`config.mk`:
```
export PLATFORM = sky130hd
export DESIGN_NAME = trivium_encrypt
export DESIGN_NICKNAME = d
export VERILOG_FILES = /design/src/rtl/trivium_encrypt.sv
export SDC_FILE = /design/constraint.sdc
export NUM_CORES = 2
export LEC_CHECK = 0
export CORE_MARGIN = 2
export CORE_UTILIZATION = 23
export DETAILED_ROUTE_END_ITERATION = 10
export PLACE_DENSITY_LB_ADDON = 0.25
export SYNTH_ARGS = -nofsm -noshare
export SYNTH_HDL_FRONTEND = slang
export SYNTH_SLANG_ARGS = --single-unit
```
`constraint.sdc`:
```
create_clock -name clk -period 45.7 [get_ports clk]
set_input_delay 9.14 -clock clk [delete_from_list [all_inputs] [get_ports clk]]
set_output_delay 9.14 -clock clk [all_outputs]
set_load 0.03 [all_outputs]
```
`src/rtl/trivium_encrypt.sv`:
```
// Trivium keystream generator: loads KEY/IV once after reset, warms up, then writes len keystream bits into OUT.
// Latency: load on edge 1, warm-up on edges 2..1153, z_k lands in OUT on edge 1154+k. No backpressure.
// Optional `done` output when TRIVIUM_DONE_EN is defined.
module trivium_encrypt #(
    parameter int WARMUP = 1152,
    parameter int MAXLEN = 512
) (
    input  logic              clk,
    input  logic              reset,
    input  logic [79:0]       KEY,
    input  logic [79:0]       IV,
    input  logic [11:0]       len,
    output logic [MAXLEN-1:0] OUT
`ifdef TRIVIUM_DONE_EN
    ,
    output logic              done
`endif
);

    localparam logic [2:0] ST_IDLE = 3'd0;
    localparam logic [2:0] ST_LOAD = 3'd1;
    localparam logic [2:0] ST_WARM = 3'd2;
    localparam logic [2:0] ST_GEN  = 3'd3;
    localparam logic [2:0] ST_DONE = 3'd4;

    // State bits kept 1-based so the indices read like the cipher definition.
    logic [288:1]      s_q, s_d;
    logic [MAXLEN-1:0] out_q, out_d;
    logic [2:0]        fsm_q, fsm_d;
    logic [10:0]       warm_q, warm_d;
    logic [9:0]        idx_q, idx_d;
    logic [9:0]        len_q, len_d;

    logic              t1, t2, t3, z;
    logic              t1n, t2n, t3n;
    logic [288:1]      s_rnd;

    always_comb begin
        t1    = s_q[66] ^ s_q[93];
        t2    = s_q[162] ^ s_q[177];
        t3    = s_q[243] ^ s_q[288];
        z     = t1 ^ t2 ^ t3;
        t1n   = t1 ^ (s_q[91] & s_q[92]) ^ s_q[171];
        t2n   = t2 ^ (s_q[175] & s_q[176]) ^ s_q[264];
        t3n   = t3 ^ (s_q[286] & s_q[287]) ^ s_q[69];
        s_rnd = {s_q[287:178], t2n, s_q[176:94], t1n, s_q[92:1], t3n};
    end

    always_comb begin
        fsm_d  = fsm_q;
        s_d    = s_q;
        out_d  = out_q;
        warm_d = warm_q;
        idx_d  = idx_q;
        len_d  = len_q;
        case (fsm_q)
            ST_IDLE: begin
                s_d    = {3'b111, 108'd0, 4'd0, IV, 13'd0, KEY};
                len_d  = (len > 12'(MAXLEN)) ? 10'(MAXLEN) : len[9:0];
                warm_d = 11'd0;
                idx_d  = 10'd0;
                fsm_d  = ST_LOAD;
            end
            ST_LOAD: begin
                // First warm-up round happens on the edge leaving LOAD.
                s_d    = s_rnd;
                warm_d = 11'd1;
                fsm_d  = ST_WARM;
            end
            ST_WARM: begin
                s_d    = s_rnd;
                warm_d = warm_q + 11'd1;
                if (warm_q == 11'(WARMUP - 1)) begin
                    fsm_d = (len_q == 10'd0) ? ST_DONE : ST_GEN;
                end
            end
            ST_GEN: begin
                s_d                = s_rnd;
                out_d[idx_q[8:0]]  = z;
                idx_d              = idx_q + 10'd1;
                if ((idx_q + 10'd1) == len_q) begin
                    fsm_d = ST_DONE;
                end
            end
            ST_DONE: begin
                fsm_d = ST_DONE;
            end
            default: begin
                fsm_d = ST_IDLE;
            end
        endcase
    end

    always_ff @(posedge clk or posedge reset) begin
        if (reset) begin
            fsm_q  <= ST_IDLE;
            s_q    <= '0;
            out_q  <= '0;
            warm_q <= '0;
            idx_q  <= '0;
            len_q  <= '0;
        end else begin
            fsm_q  <= fsm_d;
            s_q    <= s_d;
            out_q  <= out_d;
            warm_q <= warm_d;
            idx_q  <= idx_d;
            len_q  <= len_d;
        end
    end

    assign OUT = out_q;

`ifdef TRIVIUM_DONE_EN
    assign done = (fsm_q == ST_DONE);
`endif

endmodule

```
== Yosys cells after proc, flatten, opt, wreduce, memory -nomap -nowiden ==
Index checks and enable logic that the tools add are counted.
Storage, ports and cells
  register bits after elaboration: 834
  latch bits: 0
  RAM bits: 0
  ROM bits: 0
  input bits: 174
  logic and storage cells: 52
  memories kept: 0
Operators by class
  add/subtract/negate cells: 2
  multipliers: 0
  div/mod/pow operators: 0
  order comparisons: 3
  equality and inequality tests: 8
  shift-type cells: 0
  multiplexer cells: 11
  bitwise operators: 14
  reduce and logical (&&, ||, !) cells: 8
Operators with widths (count)
  $pmux 288 s2: 1
  $bwmux 512: 1
  $pmux 11 s3: 1
  $pmux 10 s2: 1
  $pmux 3 s5: 1
  $gt 12x10->1 const B: 1
  $add 11x1->11 const B: 1
  $eq 11x11->1 const B: 1
  $xor 1x1->1: 11
  $add 10x1->10 const B: 1
  $eq 10x10->1: 1
  $logic_not 10->1: 1
  $lt 9x10->1 const B: 1
  $mux 10: 1
  $demux 1 s9: 1
  $ge 9x1->1 const B: 1
  $mux 3: 3
  $eq 3x2->1 const B: 2
  $ne 2x2->1 const B: 2
  $reduce_bool 2->1: 2
  $and 1x1->1: 3
  $eq 3x1->1 const B: 1
  $eq 3x3->1 const B: 1
  $logic_not 3->1: 1
  other kinds (5): 5

== Logic depth before layout (Yosys ltp) ==
  depth in word-level cells: 5
  gate-level depth with buffers: 8
  gate-level depth less buffers: 7

== Least setup slack after synthesis ==
OpenSTA, ideal clock, no wires.
  path kind: input-to-reg
  start: input port len[3]
  end: register len_q[0]
  arrival: 10.249 ns
  setup slack: 35.384 ns
  stages on the path: 4
  path buffers: 0
  path through: nor4_1 nand3_1 a2111oi_4 a22o_1
On the way
  longest elaborated chain between the ends: 2
RTL lines
  from (decl): RTL line 12  | input logic [11:0] len,
  $gt 12x10->1: RTL line 59  | len_d = (len > 12'(MAXLEN)) ? 10'(MAXLEN) : len[9:0];
  $mux 10: RTL line 59
  to (signal assigned): RTL line 108  | len_q <= len_d;
  to (decl): RTL line 32  | logic [9:0] len_q, len_d;
Every way passes these cells.
A chain may end at the register's enable or synchronous reset.

==> qor.yml <==
pwr:
  leakagePower_nw: 18.5
  internal_power_mw: 1.27
  pwr-share-seq_pct: 46.2
  powerDensity_nw_per_um2: 36.1
  power_frac_comb_pct: 5.2
  power_frac_clock_pct: 48.6
  peakVddDrop_v: 0.0000288
  p_sw_mw: 0.399
  switching_share_pct: 23.9
run_status:
  status: "complete, no violations"
logic_synthesis:
  ys_seq_elements: 834
  synthArstFlopShare_pct: 100
  syn_area_um2: 34400
  synth_cell_types: 49
  synthFlopType: "dfrtp_1"
  ys_warn_count: 0
  yosysTopAreaCellShare_pct: 60.8
  synth_edf_count: 0
  synth.largest_area_cell: "dfrtp_1"
  ys_seq_area_share_pct: 60.8
  avgSynthCellArea_um2: 10.3
  synthesis.nets: 3522
  yosys-top-cells-area: "dfrtp_1 (61%), a31oi_1 (9.3%), a21oi_1 (7.6%)"
  syn_inst: 3343
clock_network:
  ctsHoldBuffers: 0
  cts_root_buf: "clkbuf_16"
  cts_buffers: 98
  numClockSinks: 834
  htreeDepth: 3
  cts_tree: "done"
  postCtsSetupBuffers: 0
  clk_latency_ns: 0.72
  cts-resized-gates: 0
  cts_buffer_depth: 3
  clk_pin_slew_ns: 0.06
global_routing:
  grt_max_degree: 253
  grt_usage_pct: 15.4
  grt_pass1_wl_um: 178000
  overflow: 0
  antenna_found_initial: 7
  grt_pass1_vias: 25600
routing:
  wl_um: 121000
  drc: 0
  drtPass1Iterations: 6
  routed_via_density: 4.64
  via_count: 27100
  drtIter0Drc: 2228
  final_antenna_net_count: 0
  wire_per_inst_um: 20.8
hold_path:
  min_from: "s_q[178]$_DFFE_PP0P_"
  hold_class: "register to register"
cells_and_area:
  utilization_pct: 31.2
  nets: 4005
  finalNonFillerCells: 5835
  fill_cells: 15400
  design_area_um2: 46200
  area_growth_syn_to_layout_pct: 34.5
  drive_above_1_share_pct: 7.18
timing:
  finalSetupTns_ns: 0
  setup-violations-final: 0
  fin_crit_sh_pct: 26.5
  rsz0062_at_grt: "false"
  timing.fmax_ghz: 0.0825
  tightest_slew_ns: 1.28
  fin_skew_ns: 0.0369
  relSlewSlack_pct: 14.9
  hold_viol_final: 0
  maxSlewViolCount: 0
  hold_ws_ns: 0.474
  period_minus_slack_ns: 12.12
worst_setup_path:
  cp_slowest_stage_delay_ns: 0.78
  cpLargestDelayFamily: "buffers and inverters"
  reg2reg_depth: 7
  rr_startpoint: "s_q[243]$_DFFE_PP0P_"
  crit_type: "input pin to asynchronous set/reset pin"
  cp_max_fo: 171
  cp_slowest_cell: "buf_4"
  arrival_ns: 12.77
  critical_path_buf_inv_count: 5
  ff2ff_setup_slack_ns: 40.90
  cp-start-kind: "input pin"
  cp_cell_sequence: "clkdlybuf4s50_1, inv_8, buf_12, buf_4, buf_12"
  reg2reg_to: "OUT[283]$_DFFE_PP0P_"
  cp.depth: 5
  crit_top_cell: "buf_12"
  endpoint_kind: "asynchronous set/reset pin"
  crit_required_ns: 46.36
  endpoint: "OUT[373]$_DFFE_PP0P_"
  crit_start: "reset"
floorplan:
  dieArea_um2: 152000
  start_util_pct: 23.2
  core_area_um2: 148000
  rows: 141
  num_io_pins: 686
  die_h_um: 390
  die_w_um: 390
job:
  drv_cap: 0
place:
  place_area_um2: 42800
  globalplace.congestion: 0.758
  dp.cells: 5656
  hpwl_um: 76800
  portBuffers: 685
how the worst min path moves through the flow:
stage / end / cells past startpoint / slack (ns)
global placement: s_q[107]$_DFFE_PP0P_ / 2 / 0.46
finish: s_q[178]$_DFFE_PP0P_ / 2 / 0.47
global route: s_q[37]$_DFFE_PP0P_ / 2 / 0.50
floorplan: warm_q[10]$_DFFE_PP0P_ / 1 / 0.44
detailed placement: s_q[178]$_DFFE_PP0P_ / 2 / 0.47
CTS: s_q[178]$_DFFE_PP0P_ / 2 / 0.48
metal layers:
| layer | vias to the layer above | GRT usage, % | routed length (um) |
|---|---|---|---|
| li1 | 13000 | - | - |
| met1 | 13000 | 20.7 | 53300 |
| met2 | 904 | 23.3 | 53100 |
| met3 | 171 | 5.59 | 11500 |
| met4 | 10 | 4.42 | 3230 |
| met5 | - | 0 | 62 |
worst min-delay path, cell delays in order (launching register included):
cell and delay, ns:
dfrtp_1 0.34, nand2_1 0.05, o31ai_1 0.05
synthesized netlist by cell type, types with 9 or more instances:
cell        n
xor2_1      9
o21ai_0   318
nand2_1   442
dfrtp_1   834
a31oi_1   512
mux2i_1   158
a21oi_1   521
nand3_1    10
nor2_1     55
a22o_1     12
clkbuf_1  228
buf_2     126
nor2_2     11
xnor2_1    16
area by class of cell:
type	instances	area (um2)	area share [%]
Sequential cell	834	20900	45.2
Multi-Input combinational cell	2136	12100	26.2
Inverter	6	30.0	0.0650
Antenna cell	3	7.51	0.0162
Clock buffer	148	2920	6.32
Clock inverter	28	443	0.959
Timing Repair Buffer	750	7420	16.1
Tap cell	1930	2410	5.23
cell families after synthesis:
kind of cell	count (synthesis)	share of synthesized area (%)
AOI/OAI and AO/OA	1378	22.3
buffers and inverters	373	4.61
and+or+nand+nor	568	6.86
muxes	158	4.60
DFF	834	60.8
adders and majority gates	5	0.182
xor gates and xnor gates	27	0.732
layout by cell type (no fill, tap or decap), types with 6 or more instances in the layout:
cell type,netlist,final
clkbuf_8,0,28
and3_1,7,7
a22o_1,12,12
nand3_1,10,10
xnor2_1,16,16
nor2_4,0,16
clkbuf_16,0,98
clkbuf_1,228,22
o21ai_0,318,318
nand2_1,442,442
clkdlybuf4s50_1,0,685
nand2b_1,6,6
dfrtp_1,834,833
bufinv_16,0,7
xor2_1,9,9
mux2i_1,158,158
buf_4,7,59
buf_12,0,6
clkinv_2,0,10
a31oi_1,512,512
nor2_1,55,20
a21oi_1,521,521
nor2_2,11,30
stage by stage:
step	setup WS [ns]	total power [mW]
floorplan	13.13	0.836
global placement	32.68	0.873
detailed placement	32.72	0.874
CTS	33.49	1.70
global route	33.11	1.74
finish	33.58	1.67
registers in the layout, summed over array words and instances, names as in the netlist:
name	flops
OUT	512
fsm_q	3
idx_q	10
len_q	10
s_q	288
warm_q	11
power by group through the flow:
stage / clock network (mW) / logic, mW / registers [mW]
after floorplan: 0 / 0.0556 / 0.781
after global placement: 0 / 0.0891 / 0.784
after detailed placement: 0 / 0.0900 / 0.784
after CTS: 0.838 / 0.0898 / 0.771
after global routing: 0.868 / 0.0981 / 0.773
final: 0.810 / 0.0872 / 0.771
(Power assumes the default switching activity.)
